## src/rtl/serial_add_pkg.sv

```systemverilog
// Shared types and defaults for the bit-serial adder sequencer.
package serial_add_pkg;

   localparam int WIDTH_DEF = 8;

   typedef enum logic [1:0] {
      ST_IDLE  = 2'd0,
      ST_SHIFT = 2'd1,
      ST_DONE  = 2'd2
   } state_e;

endpackage

```

## src/rtl/serial_add_cell.sv

```systemverilog
// One-bit Mealy full-adder stage: combinational sum/carry, registered carry.
module serial_add_cell (
   input  logic clk,
   input  logic reset,
   input  logic a,
   input  logic b,
   input  logic load,
   input  logic load_c,
   output logic sum,
   output logic carry_next,
   output logic carry
);

   logic carry_q;

   assign sum        = a ^ b ^ carry_q;
   assign carry_next = (a & b) | (a & carry_q) | (b & carry_q);
   assign carry      = carry_q;

   // Outside SHIFT the operands are zero-filled, so free-running just drains carry to 0.
   always_ff @(posedge clk or posedge reset) begin
      if (reset) begin
         carry_q <= 1'b0;
      end else if (load) begin
         carry_q <= load_c;
      end else begin
         carry_q <= carry_next;
      end
   end

endmodule

```

## src/rtl/serial_add_ctrl.sv

```systemverilog
// Sequencer that feeds parallel operands LSB-first through serial_add_cell.
//  state    | meaning
//  ST_IDLE  | ready for start, result/cout/overflow hold last values
//  ST_SHIFT | one sum bit per clock, WIDTH clocks
//  ST_DONE  | one-cycle done pulse, then back to IDLE
module serial_add_ctrl
   import serial_add_pkg::*;
#(
   parameter int WIDTH = WIDTH_DEF
) (
   input  logic             clk,
   input  logic             reset,
   input  logic             start,
   input  logic [WIDTH-1:0] op_a,
   input  logic [WIDTH-1:0] op_b,
   input  logic             cin,
   output logic             ready,
   output logic             busy,
   output logic             done,
   output logic [WIDTH-1:0] result,
   output logic             cout,
   output logic             overflow
);

   localparam int CNT_W = $clog2(WIDTH);

   state_e             state_q;
   logic [WIDTH-1:0]   sh_a_q, sh_b_q, result_q;
   logic [WIDTH-1:0]   sh_a_d, sh_b_d, result_d;
   logic [CNT_W-1:0]   cnt_q;
   logic               cout_q, ovf_q;
   logic               ready_q, busy_q, done_q;
   logic               accept, last_bit;
   logic               sum, carry_next, carry;

   assign accept   = (state_q == ST_IDLE) && start;
   assign last_bit = (cnt_q == CNT_W'(WIDTH - 1));
   assign sh_a_d   = {1'b0, sh_a_q[WIDTH-1:1]};
   assign sh_b_d   = {1'b0, sh_b_q[WIDTH-1:1]};
   assign result_d = {sum, result_q[WIDTH-1:1]};

   serial_add_cell u_cell (
      .clk        (clk),
      .reset      (reset),
      .a          (sh_a_q[0]),
      .b          (sh_b_q[0]),
      .load       (accept),
      .load_c     (cin),
      .sum        (sum),
      .carry_next (carry_next),
      .carry      (carry)
   );

   always_ff @(posedge clk or posedge reset) begin
      if (reset) begin
         state_q  <= ST_IDLE;
         sh_a_q   <= '0;
         sh_b_q   <= '0;
         cnt_q    <= '0;
         result_q <= '0;
         cout_q   <= 1'b0;
         ovf_q    <= 1'b0;
         ready_q  <= 1'b1;
         busy_q   <= 1'b0;
         done_q   <= 1'b0;
      end else begin
         case (state_q)
            ST_IDLE: begin
               if (start) begin
                  sh_a_q  <= op_a;
                  sh_b_q  <= op_b;
                  cnt_q   <= '0;
                  state_q <= ST_SHIFT;
                  ready_q <= 1'b0;
                  busy_q  <= 1'b1;
               end
            end
            ST_SHIFT: begin
               sh_a_q   <= sh_a_d;
               sh_b_q   <= sh_b_d;
               result_q <= result_d;
               cnt_q    <= cnt_q + CNT_W'(1);
               if (last_bit) begin
                  cout_q  <= carry_next;
                  ovf_q   <= carry ^ carry_next;
                  state_q <= ST_DONE;
                  busy_q  <= 1'b0;
                  done_q  <= 1'b1;
               end
            end
            ST_DONE: begin
               state_q <= ST_IDLE;
               done_q  <= 1'b0;
               ready_q <= 1'b1;
            end
            default: begin
               state_q <= ST_IDLE;
               ready_q <= 1'b1;
               busy_q  <= 1'b0;
               done_q  <= 1'b0;
            end
         endcase
      end
   end

   assign ready    = ready_q;
   assign busy     = busy_q;
   assign done     = done_q;
   assign result   = result_q;
   assign cout     = cout_q;
   assign overflow = ovf_q;

endmodule

```

## config.mk

```make
export PLATFORM = sky130hd
export DESIGN_NAME = serial_add_ctrl
export DESIGN_NICKNAME = d
export VERILOG_FILES = /design/src/rtl/serial_add_pkg.sv /design/src/rtl/serial_add_cell.sv /design/src/rtl/serial_add_ctrl.sv
export SDC_FILE = /design/constraint.sdc
export NUM_CORES = 1
export LEC_CHECK = 0
export BUFFER_PORTS_ARGS = -buffer_cell sky130_fd_sc_hd__buf_2
export CORE_ASPECT_RATIO = 0.9
export CORE_MARGIN = 2
export CORE_UTILIZATION = 53
export CTS_CLUSTER_SIZE = 20
export DETAILED_ROUTE_END_ITERATION = 10
export GPL_TIMING_DRIVEN = 0
export PLACE_DENSITY = 0.8
export SYNTH_ARGS = -nofsm -noshare
export SYNTH_HDL_FRONTEND = slang
export SYNTH_HIERARCHICAL = 1
export SYNTH_SLANG_ARGS = --single-unit
```

## constraint.sdc

```tcl
create_clock -name clk -period 1.5 [get_ports clk]
set_input_delay 0.225 -clock clk [delete_from_list [all_inputs] [get_ports clk]]
set_output_delay 0.225 -clock clk [all_outputs]
set_load 0.1 [all_outputs]
```

==> run summary, run 1 <==
cts bufs inserted: 5
DRC viols: 0
Max Cap Viol: 0
Port Buf Inserts: 31
top_reg_cell synth: dfrtp_1
RD Place Congestion: 0.764
clk_skew: 0.00343 ns
Wirelength per Cell: 14.2 µm
H-tree depth: 2
# fillers: 231
Yosys cell types: 22
CP Launch Type: flop
Ports: 33
Total Routing Usage GR: 0.230
Setup crit end kind: flop
grt ovf: 0
Starting Density: 0.556
global-route wire length before repair: 5.38 mm
TNS Setup: 0 ns
Area growth syn-to-layout: 21.6%
DR vias/cell: 5.56
Area contributors post-synth: dfrtp_1, o22ai_1, nand2_1
period utilisation layout: 0.945
Post-synth EDFFs: 0
vias in the first global route: 1193
Avg Inst Size Synth: 9.99 µm²
Final min period: 1.42 ns
final hold vios: 0
Die Ht: 55.0 µm
FF/Latch Area: 877 µm²
vias: 1306
synthesized instance count: 153
Multi-input gate area: 582 µm²
Final Max Tran Viols: 0
Seq/Total Area, Yosys: 0.574
setup repair bufs after CTS: 0
clock sinks: 35
Yosys top cell by area: dfrtp_1
drt first pass iters: 4
antenna violations before repair: 0
maximum fanout along the worst path: 10
CTS tree: built
die width: 60.6 µm
FMAX: 706 MHz
required time of the critical path: 1.73 ns
#FFs+latches synth: 35
Min-Delay Path Class: input pin to flop
CP arrival: 1.65 ns
Routed WL: 3.33 mm
post-synth top area share: 0.556
syn_nets: 176
clock-pin slew on the worst setup and hold paths: 0.10 ns
CTS root buf: clkbuf_4
yosys warns: 6
ratio of cells with drive above 1 in the final layout: 0.277
Final Net Count: 217
top-count cell post-synth: dfrtp_1
Async S/R FF share, synth: 1.00
largest net degree at the start of global routing: 35
initial DRC count: 87
dpl hpwl: 2.34 mm
Antenna diodes: 0
CTS max path bufs: 2
status: finished, final reports clean
die area: 3330 µm²
Slew HR: 0.566
worst skew pair latency: 0.34 ns
synthesized area: 1530 µm²
RSZ-0062 raised after global routing: false
final setup fails: 0
most frequent cells after synthesis: dfrtp_1, nand2_1, o22ai_1
Slew @ Worst Pin: 0.651 ns
Final ANT Viol Nets: 0
critical path class: flop to flop
Rows: 18
core area: 2750 µm²
==> cell usage in the layout (no fill, tap or decap), types with 3 or more instances in the layout <==
| master | n |
|---|---|
| clkbuf_4 | 5 |
| inv_1 | 5 |
| dfrtp_1 | 34 |
| buf_4 | 4 |
| a21oi_1 | 18 |
| o21ai_0 | 8 |
| nor2_1 | 4 |
| o22ai_1 | 26 |
| nand2b_1 | 3 |
| buf_2 | 36 |
| nand2_1 | 30 |
==> stage by stage <==
stage	instance area [µm²]	cells	hold WS [ns]	worst slack [ns]	util
after CTS	1820	233	0.105	0.0521	0.661
after detailed placement	1730	224	0.0770	0.0647	0.631
final	1860	235	0.124	0.0829	0.677
after floorplan	1530	153	-0.0463	0.190	-
after global routing	1860	235	0.119	0.0183	0.677
after global placement	1730	224	0.0725	0.102	0.631
==> final timing paths <==
| kind | start | endpoint | slack, ns | cells after the start |
|---|---|---|---|---|
| min in group asynchronous | reset | result[4]$_DFFE_PP0P_ | 0.53 | 3 |
| setup reg to reg | state_q[1]$_DFFE_PP0P_ | u_cell/carry$_DFF_PP0_ | 0.08 | 4 |
| max in group asynchronous | reset | sh_b_q[6]$_DFFE_PP0P_ | 0.46 | 4 |
| hold reg to reg | ready$_DFFE_PP1P_ | ready$_DFFE_PP1P_ | 0.49 | 2 |
| setup / recovery | state_q[1]$_DFFE_PP0P_ | u_cell/carry$_DFF_PP0_ | 0.08 | 4 |
| hold / removal | op_a[7] | sh_a_q[7]$_DFFE_PP0P_ | 0.12 | 3 |
==> registers in the layout (all words and copies together) (netlist names) <==
signal        cells
result            8
busy              1
cout              1
overflow          1
sh_b_q            8
cnt_q             3
sh_a_q            8
ready             1
done              1
state_q           2
u_cell/carry      1
==> critical path, cell delays in order, from the launching register on <==
cell and delay [ns]:
dfrtp_1 0.42, nand2b_2 0.23, buf_2 0.20, nor2_1 0.15
mux2_4 0.32
==> layer usage <==
metal  global-route usage  up-vias  part of all wire
met2                0.349       50              0.48
met3               0.0791       11             0.058
met1                0.296      620              0.44
li1                     -      625                 -
met4                0.112        0             0.026
met5                    0        -                 0
==> kinds of logic after synthesis <==
logic type                 synth area share
AOI/OAI and AO/OA                     0.206
adders and majority gates            0.0295
buffers and inverters                0.0491
and+or+nand+nor                       0.119
xor gates and xnor gates            0.00573
muxes                                0.0172
DFF                                   0.574
==> cell type report <==
cell class,instances,share of cell area
repair buffers,34,0.110
inverters,5,0.0101
flip-flops and latches,35,0.472
multi-input cells,103,0.313
plain buffers,10,0.0310
clock buffers,8,0.0370
well taps,40,0.0269
==> what timing repair did <==
action	4_1_cts	5_1_grt
setup endpoints to repair	1	7
endpoints found under the hold margin	1	13
hold buffers	1	1
resized for setup	1	4
Power of run 1 is not shown: default switching activity piles up to over one toggle a cycle in this logic, so the estimate is an artifact.
==> inputs of run 2 (changes only) <==
--- a/config.mk
+++ b/config.mk
@@ -8,11 +8,12 @@
 export BUFFER_PORTS_ARGS = -buffer_cell sky130_fd_sc_hd__buf_2
 export CORE_ASPECT_RATIO = 0.9
 export CORE_MARGIN = 2
-export CORE_UTILIZATION = 53
+export CORE_UTILIZATION = 48
 export CTS_CLUSTER_SIZE = 20
 export DETAILED_ROUTE_END_ITERATION = 10
 export GPL_TIMING_DRIVEN = 0
-export PLACE_DENSITY = 0.8
+export HOLD_SLACK_MARGIN = 0.15
+export PLACE_DENSITY = 0.77
 export SYNTH_ARGS = -nofsm -noshare
 export SYNTH_HDL_FRONTEND = slang
 export SYNTH_HIERARCHICAL = 1
==> constraint.sdc (replaced) <==
create_clock -name clk -period 1.3 [get_ports clk]
set_input_delay 0.195 -clock clk [delete_from_list [all_inputs] [get_ports clk]]
set_output_delay 0.195 -clock clk [all_outputs]
set_load 0.1 [all_outputs]
==> run summary, run 2 (synthesis gave the netlist of run 1 again) <==
Clk pwr share: 0.114
Max Used Layer: met4
# fillers: 238
global-route wire length before repair: 5.88 mm
largest net degree at the start of global routing: 35
worst r2r src: cnt_q[1]$_DFFE_PP0P_
Final Max Tran Viols: 0
initial DRC count: 51
flop2flop setup slack: 0.03 ns
Setup crit end kind: output pin
DRC viols: 0
Hold Crit Depth: 3
final hold vios: 0
RR Endpoint: cout$_DFFE_PP0P_
post-route design area: 2060 µm²
Area growth syn-to-layout: 34.6%
core area: 3040 µm²
Multi-input gate area: 621 µm²
LEAKAGE: 0.962 nW
Starting Density: 0.502
drt first pass iters: 4
Min-Delay Endpoint: sh_b_q[6]$_DFFE_PP0P_
FMAX: 780 MHz
FF/Latch Area: 877 µm²
H-tree depth: 2
Port Buf Inserts: 31
Ports: 33
clock sinks: 35
vias in the first global route: 1321
Final Net Count: 228
cts bufs inserted: 5
CP arrival: 1.09 ns
clock-pin slew on the worst setup and hold paths: 0.10 ns
met3 wire length: 226 µm
critical path class: flop to output pin
R2R cell count: 4
Wirelength per Cell: 14.1 µm
CTS max path bufs: 2
buffers plus inverters on the worst setup path: 1
Final ANT Viol Nets: 0
Slew @ Worst Pin: 0.494 ns
CTS root buf: clkbuf_4
DP Area: 1740 µm²
Total Routing Usage GR: 0.213
Min-Delay Path Class: input pin to flop
RSZ-0062 raised after global routing: true
Flop pwr share: 0.334
CTS tree: built
critical path's slowest cell: dfstp_2
PD cells: 2850 nW/µm²
combinational power share: 0.551
vias: 1360
grt ovf: 0
ratio of cells with drive above 1 in the final layout: 0.325
Rows: 19
dpl hpwl: 2.41 mm
Post-Route M1 WL: 1.44 mm
most common cell after layout, fill and taps aside: dfrtp_1
final hold slack: 0.154 ns
RD Place Congestion: 0.768
maximum fanout along the worst path: 2
Slowest Stage Delay on Critical Path: 0.57 ns
switching part of the total: 0.499
CP Launch Type: flop
Die Ht: 57.5 µm
Max Cap Viol: 0
delay-heaviest family, CP: flip-flops
NetSw: 2.93 mW
status: finished, final reports clean
die area: 3650 µm²
total power: 5.87 mW
Antenna diodes: 0
Max VDD drop: 1.51 mV
most frequent cells in the layout: dfrtp_1, nand2_1, o22ai_1
die width: 63.5 µm
antenna violations before repair: 0
CP Cell Sequence: buf_12
Final min period: 1.28 ns
Routed met2 length: 1.76 mm
clk_skew: 0.00642 ns
DR vias/cell: 5.48
required time of the critical path: 1.11 ns
Slew HR: 0.669
Util after Layout: 0.676
hold_sp: op_b[6]
Routed WL: 3.49 mm
cell-internal power: 2.94 mW
period utilisation layout: 0.986
worst skew pair latency: 0.34 ns
final setup fails: 0
[run 2: changes by cell type in the layout (fill, tap and decap cells not counted), moves of 2 or more]
cell,previous run,this run
buf_4,4,19
buf_2,36,22
dlygate4sd3_1,2,7
buf_6,0,4
nand2b_4,0,2
[run 2: power groups by stage]
stage          clock [mW]  sequential, mW  combinational, mW
6_report            0.672            1.96               3.24
5_1_grt             0.759            2.02               3.46
4_1_cts             0.688            1.96               3.21
3_5_place_dp            0            1.96               2.91
3_3_place_gp            0            1.92               2.80
2_1_floorplan           0            3.14               1.15
[run 2: per-stage QoR]
step | std cells | TNS, ns | setup WS (ns)
detailed placement | 226 | -4.73 | -0.134
finish | 248 | 0 | 0.0180
global route | 248 | -0.164 | -0.0510
floorplan | 153 | 0 | 0.0223
CTS | 244 | 0 | 0.0125
global placement | 226 | -1.95 | -0.0855
[run 2: area by class of cell]
type | instances | area share
Buffer | 10 | 0.0377
Clock buffer | 8 | 0.0334
Inverter | 5 | 0.00912
Multi-Input combinational cell | 103 | 0.302
Sequential cell | 35 | 0.426
Tap cell | 42 | 0.0255
Timing Repair Buffer | 45 | 0.167
[run 2: what timing repair did]
action	in CTS	in global routing
hold buffers	6	1
endpoints found under the setup margin	29	18
cloned	0	0
pin swaps	2	0
setup buffers	4	2
endpoints found under the hold margin	6	24
gates resized for setup	31	4
[run 2: worst max path at each step]
stage | depth (start not counted) | end | start | slack, ns
final | 1 | ready | ready$_DFFE_PP1P_ | 0.02
after global routing | 4 | sh_a_q[6]$_DFFE_PP0P_ | state_q[1]$_DFFE_PP0P_ | -0.05
after CTS | 1 | ready | ready$_DFFE_PP1P_ | 0.01
after detailed placement | 2 | busy$_DFFE_PP0P_ | reset | -0.13
after global placement | 4 | u_cell/carry$_DFF_PP0_ | state_q[1]$_DFFE_PP0P_ | -0.09
after floorplan | 4 | cout$_DFFE_PP0P_ | cnt_q[0]$_DFFE_PP0P_ | 0.02
[run 2: per-layer routing]
layer | track usage | up-vias
met5 | 0 | -
met4 | 0.0652 | 0
met3 | 0.0750 | 8
met2 | 0.367 | 52
met1 | 0.252 | 647
li1 | - | 653
Power figures use the tool's default switching activity.
